[config.mk]
export PLATFORM = sky130hd
export DESIGN_NAME = fetch_unit
export DESIGN_NICKNAME = d
export VERILOG_FILES = /design/src/rtl/fetch_unit.sv
export SDC_FILE = /design/constraint.sdc
export NUM_CORES = 1
export LEC_CHECK = 0
export CAP_MARGIN = 10
export CORE_ASPECT_RATIO = 0.75
export CORE_MARGIN = 2
export CORE_UTILIZATION = 45
export CTS_CLUSTER_SIZE = 20
export DETAILED_ROUTE_END_ITERATION = 8
export PLACE_DENSITY = 0.72
export SETUP_SLACK_MARGIN = 0.05
export SYNTH_ARGS = -nofsm -noshare
export SYNTH_HDL_FRONTEND = slang
export SYNTH_SLANG_ARGS = --single-unit
[constraint.sdc]
create_clock -name clk -period 10.38 [get_ports clk]
set_clock_uncertainty 0.1 [all_clocks]
set_input_delay 2.076 -clock clk [delete_from_list [all_inputs] [get_ports clk]]
set_output_delay 2.076 -clock clk [all_outputs]
set_load 0.02 [all_outputs]
[src/rtl/fetch_unit.sv]
// Instruction fetch stage: owns the fetch PC, drives the combinational I-cache read port,
// and buffers returned instructions in a 2-entry queue toward decode.
module fetch_unit #(
    parameter logic [31:0] RESET_PC = 32'h0000_0000
) (
    input  logic        clk,
    input  logic        rst,
    output logic [31:0] ic_rd_addr,
    output logic        ic_rd_req,
    input  logic        ic_rd_wait,
    input  logic [31:0] ic_rd_data,
    input  logic        jmp,
    input  logic [31:0] jmp_pc,
    input  logic        stall,
    output logic [31:0] insn,
    output logic [31:0] insn_pc,
    output logic        insn_valid,
    output logic [31:0] miss_cycles
);

    logic [31:0] fetch_pc_q, fetch_pc_d;
    logic [1:0]  count_q, count_d;
    logic        wr_ptr_q, wr_ptr_d;
    logic        rd_ptr_q, rd_ptr_d;
    logic [31:0] miss_q, miss_d;
    logic [31:0] q_pc_q   [2];
    logic [31:0] q_insn_q [2];

    logic accept;
    logic pop;
    logic unused_jmp_pc_lsbs;

    assign unused_jmp_pc_lsbs = ^jmp_pc[1:0];

    // Request is deliberately independent of stall: no stall-to-cache timing path.
    assign ic_rd_req  = !rst && !jmp && (count_q < 2'd2);
    assign ic_rd_addr = fetch_pc_q;
    assign accept     = ic_rd_req && !ic_rd_wait;
    assign insn_valid = (count_q != 2'd0);
    assign pop        = insn_valid && !stall && !jmp;

    assign insn        = q_insn_q[rd_ptr_q];
    assign insn_pc     = q_pc_q[rd_ptr_q];
    assign miss_cycles = miss_q;

    always_comb begin
        fetch_pc_d = fetch_pc_q;
        count_d    = count_q;
        wr_ptr_d   = wr_ptr_q;
        rd_ptr_d   = rd_ptr_q;
        miss_d     = miss_q;

        if (ic_rd_req && ic_rd_wait && (miss_q != 32'hFFFF_FFFF)) begin
            miss_d = miss_q + 32'd1;
        end

        if (jmp) begin
            fetch_pc_d = {jmp_pc[31:2], 2'b00};
            count_d    = 2'd0;
            wr_ptr_d   = 1'b0;
            rd_ptr_d   = 1'b0;
        end else begin
            if (accept) begin
                fetch_pc_d = fetch_pc_q + 32'd4;
                wr_ptr_d   = ~wr_ptr_q;
            end
            if (pop) begin
                rd_ptr_d = ~rd_ptr_q;
            end
            unique case ({accept, pop})
                2'b10:   count_d = count_q + 2'd1;
                2'b01:   count_d = count_q - 2'd1;
                default: count_d = count_q;
            endcase
        end
    end

    always_ff @(posedge clk) begin
        if (rst) begin
            fetch_pc_q <= RESET_PC;
            count_q    <= 2'd0;
            wr_ptr_q   <= 1'b0;
            rd_ptr_q   <= 1'b0;
            miss_q     <= 32'd0;
        end else begin
            fetch_pc_q <= fetch_pc_d;
            count_q    <= count_d;
            wr_ptr_q   <= wr_ptr_d;
            rd_ptr_q   <= rd_ptr_d;
            miss_q     <= miss_d;
        end
    end

    // Storage is cleared on reset so the head outputs read as zero until the first push.
    always_ff @(posedge clk) begin
        if (rst) begin
            for (int i = 0; i < 2; i++) begin
                q_pc_q[i]   <= 32'd0;
                q_insn_q[i] <= 32'd0;
            end
        end else if (accept) begin
            q_pc_q[wr_ptr_q]   <= fetch_pc_q;
            q_insn_q[wr_ptr_q] <= ic_rd_data;
        end
    end

endmodule

## Word level (Yosys, flattened, before mapping)

Memories as Yosys holds them, arrays and structs flattened. A register that Yosys moved wholly into a read port is not among the register bits.
Cells that the tools add are included.

- $add $sub $neg: 4
- $lt $le $gt $ge: 1
- Equality and inequality tests: 3
- Multiplexer cells: 18
- Bitwise logic cells: 2
- Reduce and logical (&&, ||, !) cells: 17

Operators by type and width:

| cell | number |
|---|---|
| 32-bit two-way mux | 4 |
| 32-bit OR reduction | 2 |
| 32-bit by 1-bit adder with 32-bit output, second input constant | 1 |
| 32-bit by 3-bit adder with 32-bit output, second input constant | 1 |
| 32-bit != test, second input constant | 1 |
| 1-bit two-way mux | 13 |
| 1-bit logical AND | 7 |
| 2-bit nonzero test | 3 |
| 1-bit zero test | 4 |
| 2-bit one-hot mux with 2 select lines | 1 |
| 2-bit by 1-bit adder with 2-bit output, second input constant | 1 |
| 2-bit by 1-bit equality test with 1-bit output, second input constant | 1 |
| 2-bit equality test, second input constant | 1 |
| 2-bit less-than comparator, second input constant | 1 |
| 1-bit inverter | 2 |
| 2-bit OR reduction | 1 |
| 2-bit by 1-bit subtractor with 2-bit output, second input constant | 1 |

- Bits in registers: 68
- Memory bits (writable): 128
- Output and inout bits: 130
- Word-level logic and storage cells: 53
- Memories kept: 2

Memories:

| name | depth | bits a word | read ports | clocked after Yosys merged registers in | write ports | RTL line | RTL |
|---|---|---|---|---|---|---|---|
| q_insn_q | 2 | 32 | 1 | 1 | 2 | 27 | `logic [31:0] q_insn_q [2];` |
| q_pc_q | 2 | 32 | 1 | 1 | 2 | 26 | `logic [31:0] q_pc_q [2];` |

## Logic depth before layout (Yosys ltp)

Gate-level depths: netlist of the first run.

- Depth in word-level cells: 9
- Mapped depth: 8
- Mapped depth without buffers: 6

## Least setup slack after synthesis of the first run

No wires, ideal clock.

- Path kind: input to register
- From: in jmp
- To: mem q_insn_q[0][0], enable pin
- Setup time: 0.568 ns
- Data arrival time: 7.233 ns
- Data required time: 9.712 ns
- Path slack: 2.479 ns
- Cell stages on the path: 5
- Buffers on the path: 2
- Cells stage by stage: buf_2 -> nor4_4 -> inv_2 -> clkbuf_1 -> o21ai_0

RTL lines:

| what | RTL line | RTL |
|---|---|---|
| start: declaration | 12 | `input logic jmp,` |
| end: declaration | 27 |  |

## Worst setup path in the final report of the first run

- From: in jmp
- To: out ic_rd_req

- Word-level cells in the longest chain between the ends: 3

RTL lines:

| what | RTL line | RTL |
|---|---|---|
| 1-bit zero test | 36 | `assign ic_rd_req = !rst && !jmp && (count_q < 2'd2);` |
| 1-bit logical AND (2 in series) | 36 |  |
| end: declaration | 9 | `output logic ic_rd_req,` |

No other way between the ends.

==> results.json, run 1 <==
{
  "status": "complete, no violations",
  "die_h_um": 126,
  "clockBufferDepth": 2,
  "gr-total-overflow": 0,
  "postRouteAntennaNets": 0,
  "peakVddDrop_mv": 0.0929,
  "place_area_um2": 11100,
  "diodes": 0,
  "clk_pin_slew_ps": 80,
  "grt_pass1_wl_um": 35900,
  "synth-seq-cells": 191,
  "maxSlewHeadroom_pct": 39.0,
  "drt_wl_total_um": 23100,
  "core_um2": 19400,
  "gr-usage-met2_pct": 32.9,
  "start_kind": "input pin",
  "cp_slowest_cell": "clkdlybuf4s50_1",
  "dp_hpwl_um": 14700,
  "cts_root_buf": "clkbuf_16",
  "pwr-share-clk_pct": 39.3,
  "track_usage_pct": 21.6,
  "netlist_instances": 803,
  "detail_route.wl_per_cell_um": 18.8,
  "vias": 6914,
  "globalRoute.busiestLayer": "met2",
  "dieArea_um2": 21100,
  "fin_util_pct": 60.1,
  "swShare_pct": 25.6,
  "antenna_found_initial": 0,
  "io_buffer_count": 192,
  "yosys_warnings": 0,
  "fin_crit_sh_pct": 62.5,
  "synth.distinct_cells": 54,
  "ioPinCount": 199,
  "cts_sinks": 191,
  "p_sw_uw": 438,
  "path_class": "input pin to output port",
  "hold_slack_ps": 391,
  "htreeDepth": 4,
  "setup_tns_ps": 0,
  "grt_max_degree": 67,
  "maxCapViolations": 0,
  "cts_tree": "done",
  "setup_slack_ps": 3900,
  "firstDrtPassIters": 5,
  "drt-initial-drc-count": 539,
  "fmax_ghz": 0.154,
  "p_leak_nw": 4.24,
  "path_cells": "clkdlybuf4s50_1, buf_4, inv_2, nand2_1, nor2_1, clkdlybuf4s50_1",
  "most-common-layout-cells": "191 x clkdlybuf4s50_1, 124 x edfxtp_1, 67 x and3_1",
  "start_util_pct": 46.2,
  "fin_area_um2": 11700,
  "seqPwrFrac_pct": 50.4,
  "final_common_cell": "clkdlybuf4s50_1",
  "cts_resized": 0,
  "drc": 0,
  "dieWidth_um": 167,
  "cp.required_ps": 8200,
  "power.internal_mw": 1.27,
  "grtUsageMet3_pct": 5.68,
  "hold_class": "flop to flop",
  "synth_edf_count": 124,
  "cp.arrival_ps": 4310,
  "power_density_nw_per_um2": 146,
  "ys_seq_area_share_pct": 56.4,
  "rsz0062_at_grt": "false",
  "crit_path_frequent_cell": "clkdlybuf4s50_1",
  "syn_area_um2": 8970,
  "cts_inserted_buffers": 17,
  "period_needed_ps": 6480,
  "grt_pass1_vias": 6327,
  "area_growth_pct": 30.1,
  "total_power_mw": 1.71,
  "endpoint_kind": "output port",
  "async_flop_share_pct": 0,
  "slowest_delay_ps": 660,
  "place_ws_ps": 3930,
  "final_cells": 1234,
  "n_fill_cell": 1590,
  "rows": 44,
  "pwr-share-comb_pct": 10.3,
  "hold_viol": 0,
  "place_congestion": 0.834,
  "r2r_slack_ps": 7170,
  "drv_slew": 0,
  "clk-insertion-delay-late_ps": 430,
  "grtUsageMet1_pct": 31.4,
  "tightest_slew_ps": 916,
  "cts_hold_buf": 0,
  "cts_setup_buffers": 0,
  "viasPerCell": 5.60,
  "cp_max_fo": 34,
  "final-setup-viol-count": 0,
  "synth_flop_cell": "edfxtp_1",
  "syn_avg_cell_area_um2": 11.2,
  "nNetsFinal": 1040,
  "drive_above_1_share_pct": 12.2,
  "dp_cells": 1202
}
==> power groups by stage <==
stage               Combinational, mW  Clock (mW)  Sequential, mW
floorplan                      0.0802           0           0.881
global placement                0.175           0           0.876
detailed placement              0.175           0           0.878
CTS                             0.177       0.682           0.861
global route                    0.186       0.712           0.865
finish                          0.175       0.672           0.861
==> cell families after synthesis <==
kind of cell    synth area share [%]
mux                             8.38
simple gates                    22.2
xor+xnor                        1.85
fa+ha+maj                      0.418
buf+inv                         2.93
compound gates                  7.74
flops                           56.4
other cells                   0.0418
==> registers in the layout, summed over array words and instances (netlist names), named ones only <==
| signal | cells |
|---|---|
| q_insn_q | 64 |
| q_pc_q | 60 |
| rd_ptr_q | 1 |
| wr_ptr_q | 1 |
| count_q | 2 |
| ic_rd_addr | 30 |
| miss_cycles | 32 |
==> final cells by class <==
| class | count | area [µm²] | area share, % |
|---|---|---|---|
| clock buffers | 17 | 425 | 3.64 |
| clock inverters | 15 | 179 | 1.53 |
| inverters | 8 | 30.0 | 0.257 |
| multi-input cells | 551 | 3680 | 31.6 |
| flip-flops and latches | 191 | 5070 | 43.4 |
| well taps | 253 | 317 | 2.71 |
| repair buffers | 199 | 1970 | 16.9 |
==> path summary, 6_finish.rpt <==
kind         cells past startpoint              end       startpoint
max                              6        ic_rd_req              jmp
min                              2  miss_cycles[12]  miss_cycles[12]
max reg2reg                      6   ic_rd_addr[29]       count_q[1]
min reg2reg                      2  miss_cycles[12]  miss_cycles[12]
==> Yosys cell counts (all sizes together), types with 11 or more instances <==
library cell | number | area (µm²)
edfxtp | 124 | 3720
nor2 | 46 | 173
a21oi | 44 | 220
nor4 | 11 | 98.8
or3 | 15 | 93.8
nand3 | 33 | 165
mux2 | 65 | 732
dfxtp | 67 | 1340
clkbuf | 40 | 150
or4 | 12 | 90.1
buf | 16 | 82.6
nand4 | 22 | 138
o21ai | 24 | 120
nand2 | 45 | 169
and2 | 62 | 388
and3 | 67 | 419
==> worst max-delay path, delay by kind of cell <==
kind                   cells  cell delay (ps)
AND/OR/NAND/NOR            2              410
buffers and inverters      4             1780
==> metal layers <==
metal	part of all wire, %	vias up
met5	0	-
met4	0.73	0
met3	6.3	11
met2	45	217
met1	48	3358
li1	-	3328
Note: power is estimated with default switching activity, not from simulation.
==> run 2: changes to the inputs <==
==> constraint.sdc (replaced) <==
create_clock -name clk -period 6.1 [get_ports clk]
set_clock_uncertainty 0.1 [all_clocks]
set_input_delay 1.22 -clock clk [delete_from_list [all_inputs] [get_ports clk]]
set_output_delay 1.22 -clock clk [all_outputs]
set_load 0.02 [all_outputs]
==> run 2 against run 1 <==
  * Non-clock buffer count up 1
  * Wire length decreased by 1.1%
  * Largest cell class unchanged
  * Clock-buffer cell count did not move
  * Setup slack got worse by 2300 ps
  * Critical path type unchanged
==> results.json, run 2 (synthesis gave the netlist of run 1 again) <==
{
  "place_congestion": 0.871,
  "viasPerCell": 5.68,
  "clockBufferDepth": 2,
  "final_common_cell": "clkdlybuf4s50_1",
  "dp_hpwl_um": 14800,
  "cts_root_buf": "clkbuf_16",
  "cp_max_fo": 28,
  "grt_max_degree": 67,
  "clk_pin_slew_ps": 70,
  "cts_sinks": 191,
  "worstSetupStartpoint": "jmp",
  "nNetsFinal": 1041,
  "htreeDepth": 4,
  "drt-initial-drc-count": 678,
  "largest_register_ffs": 64,
  "tightest_slew_ps": 975,
  "final_cells": 1235,
  "vias": 7020,
  "power_density_nw_per_um2": 248,
  "dieArea_um2": 21100,
  "die_h_um": 126,
  "p_leak_nw": 4.25,
  "fmax_ghz": 0.220,
  "firstDrtPassIters": 5,
  "largest_register": "q_insn_q",
  "detail_route.wl_per_cell_um": 18.5,
  "r2r_start": "count_q[1]",
  "rsz0062_at_grt": "false",
  "io_buffer_count": 192,
  "cts_resized": 0,
  "track_usage_pct": 21.6,
  "fin_crit_sh_pct": 74.6,
  "period_needed_ps": 4550,
  "cts_inserted_buffers": 17,
  "cp.arrival_ps": 3230,
  "rows": 44,
  "drt_wl_total_um": 22900,
  "cts_setup_buffers": 0,
  "most-common-layout-cells": "191 x clkdlybuf4s50_1, 124 x edfxtp_1, 67 x and3_1",
  "hold_class": "flop to flop",
  "dp_cells": 1203,
  "postRouteAntennaNets": 0,
  "final-setup-viol-count": 0,
  "maxCapViolations": 0,
  "area_growth_pct": 30.3,
  "path_class": "input pin to output port",
  "maxSlewHeadroom_pct": 35.0,
  "clk-insertion-delay-late_ps": 440,
  "grt_pass1_vias": 6578,
  "setup_slack_ps": 1550,
  "core_um2": 19400,
  "ioPinCount": 199,
  "antenna_found_initial": 0,
  "endpoint_kind": "output port",
  "grt_pass1_wl_um": 35800,
  "start_util_pct": 46.2,
  "cp.required_ps": 4780,
  "start_kind": "input pin",
  "total_power_mw": 2.90,
  "cts_tree": "done",
  "min_from": "miss_cycles[12]",
  "drc": 0,
  "diodes": 0,
  "peakVddDrop_mv": 0.145,
  "gr-total-overflow": 0,
  "cts_hold_buf": 0,
  "setup_tns_ps": 0,
  "hold_viol": 0,
  "drv_slew": 0,
  "drive_above_1_share_pct": 12.2,
  "status": "complete, no violations",
  "dieWidth_um": 167,
  "place_ws_ps": 1570
}
run 2: cell count changes in the layout (fill, tap and decap cells not counted), sizes merged:
cell      previous run  this run
bufinv               1         2
clkinvlp             1         2
inv                 19        15
clkinv               2         4
buf                  8         9
run 2: worst max-delay path, stage by stage:
cell and delay, ps:
clkdlybuf4s50_1 430, inv_2 430, nand2_1 280, nor2_1 220
clkdlybuf4s50_1 640
run 2: routing by layer:
metal	up-vias	routed length, µm	global-route usage, %	part of all wire (%)
li1	3332	-	-	-
met2	266	10400	33.2	45
met1	3407	10700	31.3	47
met5	-	0	0	0
met3	15	1600	4.84	7.0
met4	0	205	5.12	0.90
run 2: final cells by class:
cell class              instances  area [µm²]
fillers                      1604        7740
flip-flops and latches        191        5070
multi-input cells             551        3680
repair buffers                200        1990
clock buffers                  17         425
well taps                     253         317
clock inverters                15         178
inverters                       8        30.0
run 2: path summary, 6_finish.rpt:
| path | to | slack, ps | cells after the start |
|---|---|---|---|
| min | miss_cycles[12] | 390 | 2 |
| min reg2reg | miss_cycles[12] | 390 | 2 |
| max reg2reg | q_pc_q[1][5] | 3180 | 4 |
| max | ic_rd_req | 1550 | 5 |
run 2: through the flow:
stage / hold WS [ps] / utilization (%) / area [µm²]
after global routing: 436 / 60.2 / 11700
after detailed placement: 384 / 57.1 / 11100
after global placement: 376 / 57.1 / 11100
after CTS: 394 / 60.2 / 11700
final: 391 / 60.2 / 11700
after floorplan: 381 / - / 8980
run 2: where the power goes:
group	internal (mW)	switching, mW	leakage (nW)
sequential	1.43	0.0364	1.84
combinational	0.142	0.157	2.12
clock	0.619	0.522	0.291
total	2.19	0.715	4.25
==> run 3: changes to the inputs <==
==> constraint.sdc (replaced) <==
create_clock -name clk -period 4.4 [get_ports clk]
set_clock_uncertainty 0.1 [all_clocks]
set_input_delay 0.88 -clock clk [delete_from_list [all_inputs] [get_ports clk]]
set_output_delay 0.88 -clock clk [all_outputs]
set_load 0.02 [all_outputs]
==> run 3 against run 2 <==
  * Utilization is 0.34 points higher
  * Final area is 0.57% higher
  * Total power is 40% higher
  * Global-route usage is 0.83 points higher
  * First-iteration DRC count is 5.3% lower
  * Sequential share of layout area is 0.24 points lower
  * Sequential cell count stayed put
  * Sequential power is 39% higher
  * Register-to-register slack worse by 1600 ps
  * Die area stayed put
  * Setup slack worse by 650 ps
  * Via count is 0.73% higher
  * Critical endpoint unchanged
==> results.json, run 3 (synthesis gave the netlist of run 1 again) <==
{
  "status": "complete, no violations",
  "viasPerCell": 5.69,
  "die_h_um": 126,
  "path_cells": "clkdlybuf4s50_1, inv_2, nand2_1, nor2_1, clkdlybuf4s50_1",
  "peakVddDrop_mv": 0.209,
  "slowest_delay_ps": 620,
  "min_path_cells": 2,
  "area_growth_pct": 31.0,
  "drc": 0,
  "setup_slack_ps": 902,
  "start_util_pct": 46.2,
  "setup_tns_ps": 0,
  "rsz0062_at_grt": "false",
  "dp_hpwl_um": 15500,
  "cp_max_fo": 6,
  "cts_resized": 0,
  "fmax_ghz": 0.286,
  "track_usage_pct": 22.4,
  "p_leak_nw": 4.28,
  "cp_top_family": "buffers and inverters",
  "cts_tree": "done",
  "ioPinCount": 199,
  "hold_slack_ps": 397,
  "start_kind": "input pin",
  "endpoint_kind": "output port",
  "worst-path-stages": 5,
  "cp.required_ps": 3420,
  "drv_slew": 0,
  "postRouteAntennaNets": 0,
  "nNetsFinal": 1049,
  "clockBufferDepth": 2,
  "final_common_cell": "clkdlybuf4s50_1",
  "cts_sinks": 191,
  "largest_register": "q_insn_q",
  "grt_max_degree": 65,
  "place_ws_ps": 752,
  "antenna_found_initial": 0,
  "path_class": "input pin to output port",
  "ff2ff_path_depth": 5,
  "gr-total-overflow": 0,
  "total_power_mw": 4.06,
  "cp_slowest_cell": "clkdlybuf4s50_1",
  "cts_hold_buf": 0,
  "maxCapViolations": 0,
  "drt-initial-drc-count": 642,
  "crit_buf_inv": 3,
  "period_needed_ps": 3500,
  "crit_path_frequent_cell": "clkdlybuf4s50_1",
  "largest_register_ffs": 64,
  "final-setup-viol-count": 0,
  "grt_pass1_vias": 6619,
  "drive_above_1_share_pct": 12.8,
  "io_buffer_count": 192,
  "power_density_nw_per_um2": 345,
  "maxSlewHeadroom_pct": 35.4,
  "cp.arrival_ps": 2520,
  "cts_root_buf": "clkbuf_16",
  "vias": 7071,
  "clk_pin_slew_ps": 70,
  "dieArea_um2": 21100,
  "drt_wl_total_um": 23800,
  "most-common-layout-cells": "191 x clkdlybuf4s50_1, 124 x edfxtp_1, 67 x and3_1",
  "rows": 44,
  "firstDrtPassIters": 5,
  "hold_viol": 0,
  "tightest_slew_ps": 969,
  "hold_class": "flop to flop",
  "cts_setup_buffers": 0,
  "core_um2": 19400,
  "dieWidth_um": 167,
  "clk-insertion-delay-late_ps": 430,
  "cts_inserted_buffers": 17,
  "htreeDepth": 4,
  "detail_route.wl_per_cell_um": 19.2,
  "place_congestion": 0.869,
  "fin_crit_sh_pct": 79.5,
  "diodes": 0,
  "grt_pass1_wl_um": 37000
}
[run 3: path summary, 6_finish.rpt]
kind                                      start              end  slack, ps
worst min register to register  miss_cycles[12]  miss_cycles[12]        400
worst min-delay path            miss_cycles[12]  miss_cycles[12]        400
worst max register to register    ic_rd_addr[7]   ic_rd_addr[31]       1540
worst max-delay path                        jmp        ic_rd_req        900
[run 3: routing by layer]
| metal | wire length [µm] | global-route usage [%] | vias up |
|---|---|---|---|
| met5 | 0 | 0 | - |
| met4 | 350 | 6.80 | 0 |
| met3 | 1870 | 4.37 | 23 |
| met2 | 10500 | 32.9 | 311 |
| met1 | 11100 | 33.6 | 3386 |
| li1 | - | - | 3351 |
[run 3: power breakdown]
| group | switching (mW) | internal [mW] |
|---|---|---|
| Clock | 0.705 | 0.905 |
| Sequential | 0.0547 | 1.98 |
| Combinational | 0.216 | 0.198 |
| Total | 0.975 | 3.08 |
[run 3: layout make-up]
class	count	area, µm²
clock inverters	14	180
well taps	253	317
clock buffers	18	429
multi-input cells	551	3680
fillers	1587	7680
inverters	8	30.0
flip-flops and latches	191	5070
repair buffers	208	2050
[run 3: metrics by stage]
step                util, %  instances  instance area, µm²
floorplan                 -        806                8990
global placement       57.4       1211               11100
detailed placement     57.4       1211               11100
CTS                    60.5       1243               11800
global route           60.5       1243               11800
finish                 60.5       1243               11800
[run 3: tightest hold or removal path, stage by stage (launching register included)]
cell and delay [ps]:
dfxtp_1 340, o41ai_1 60, a21oi_1 50
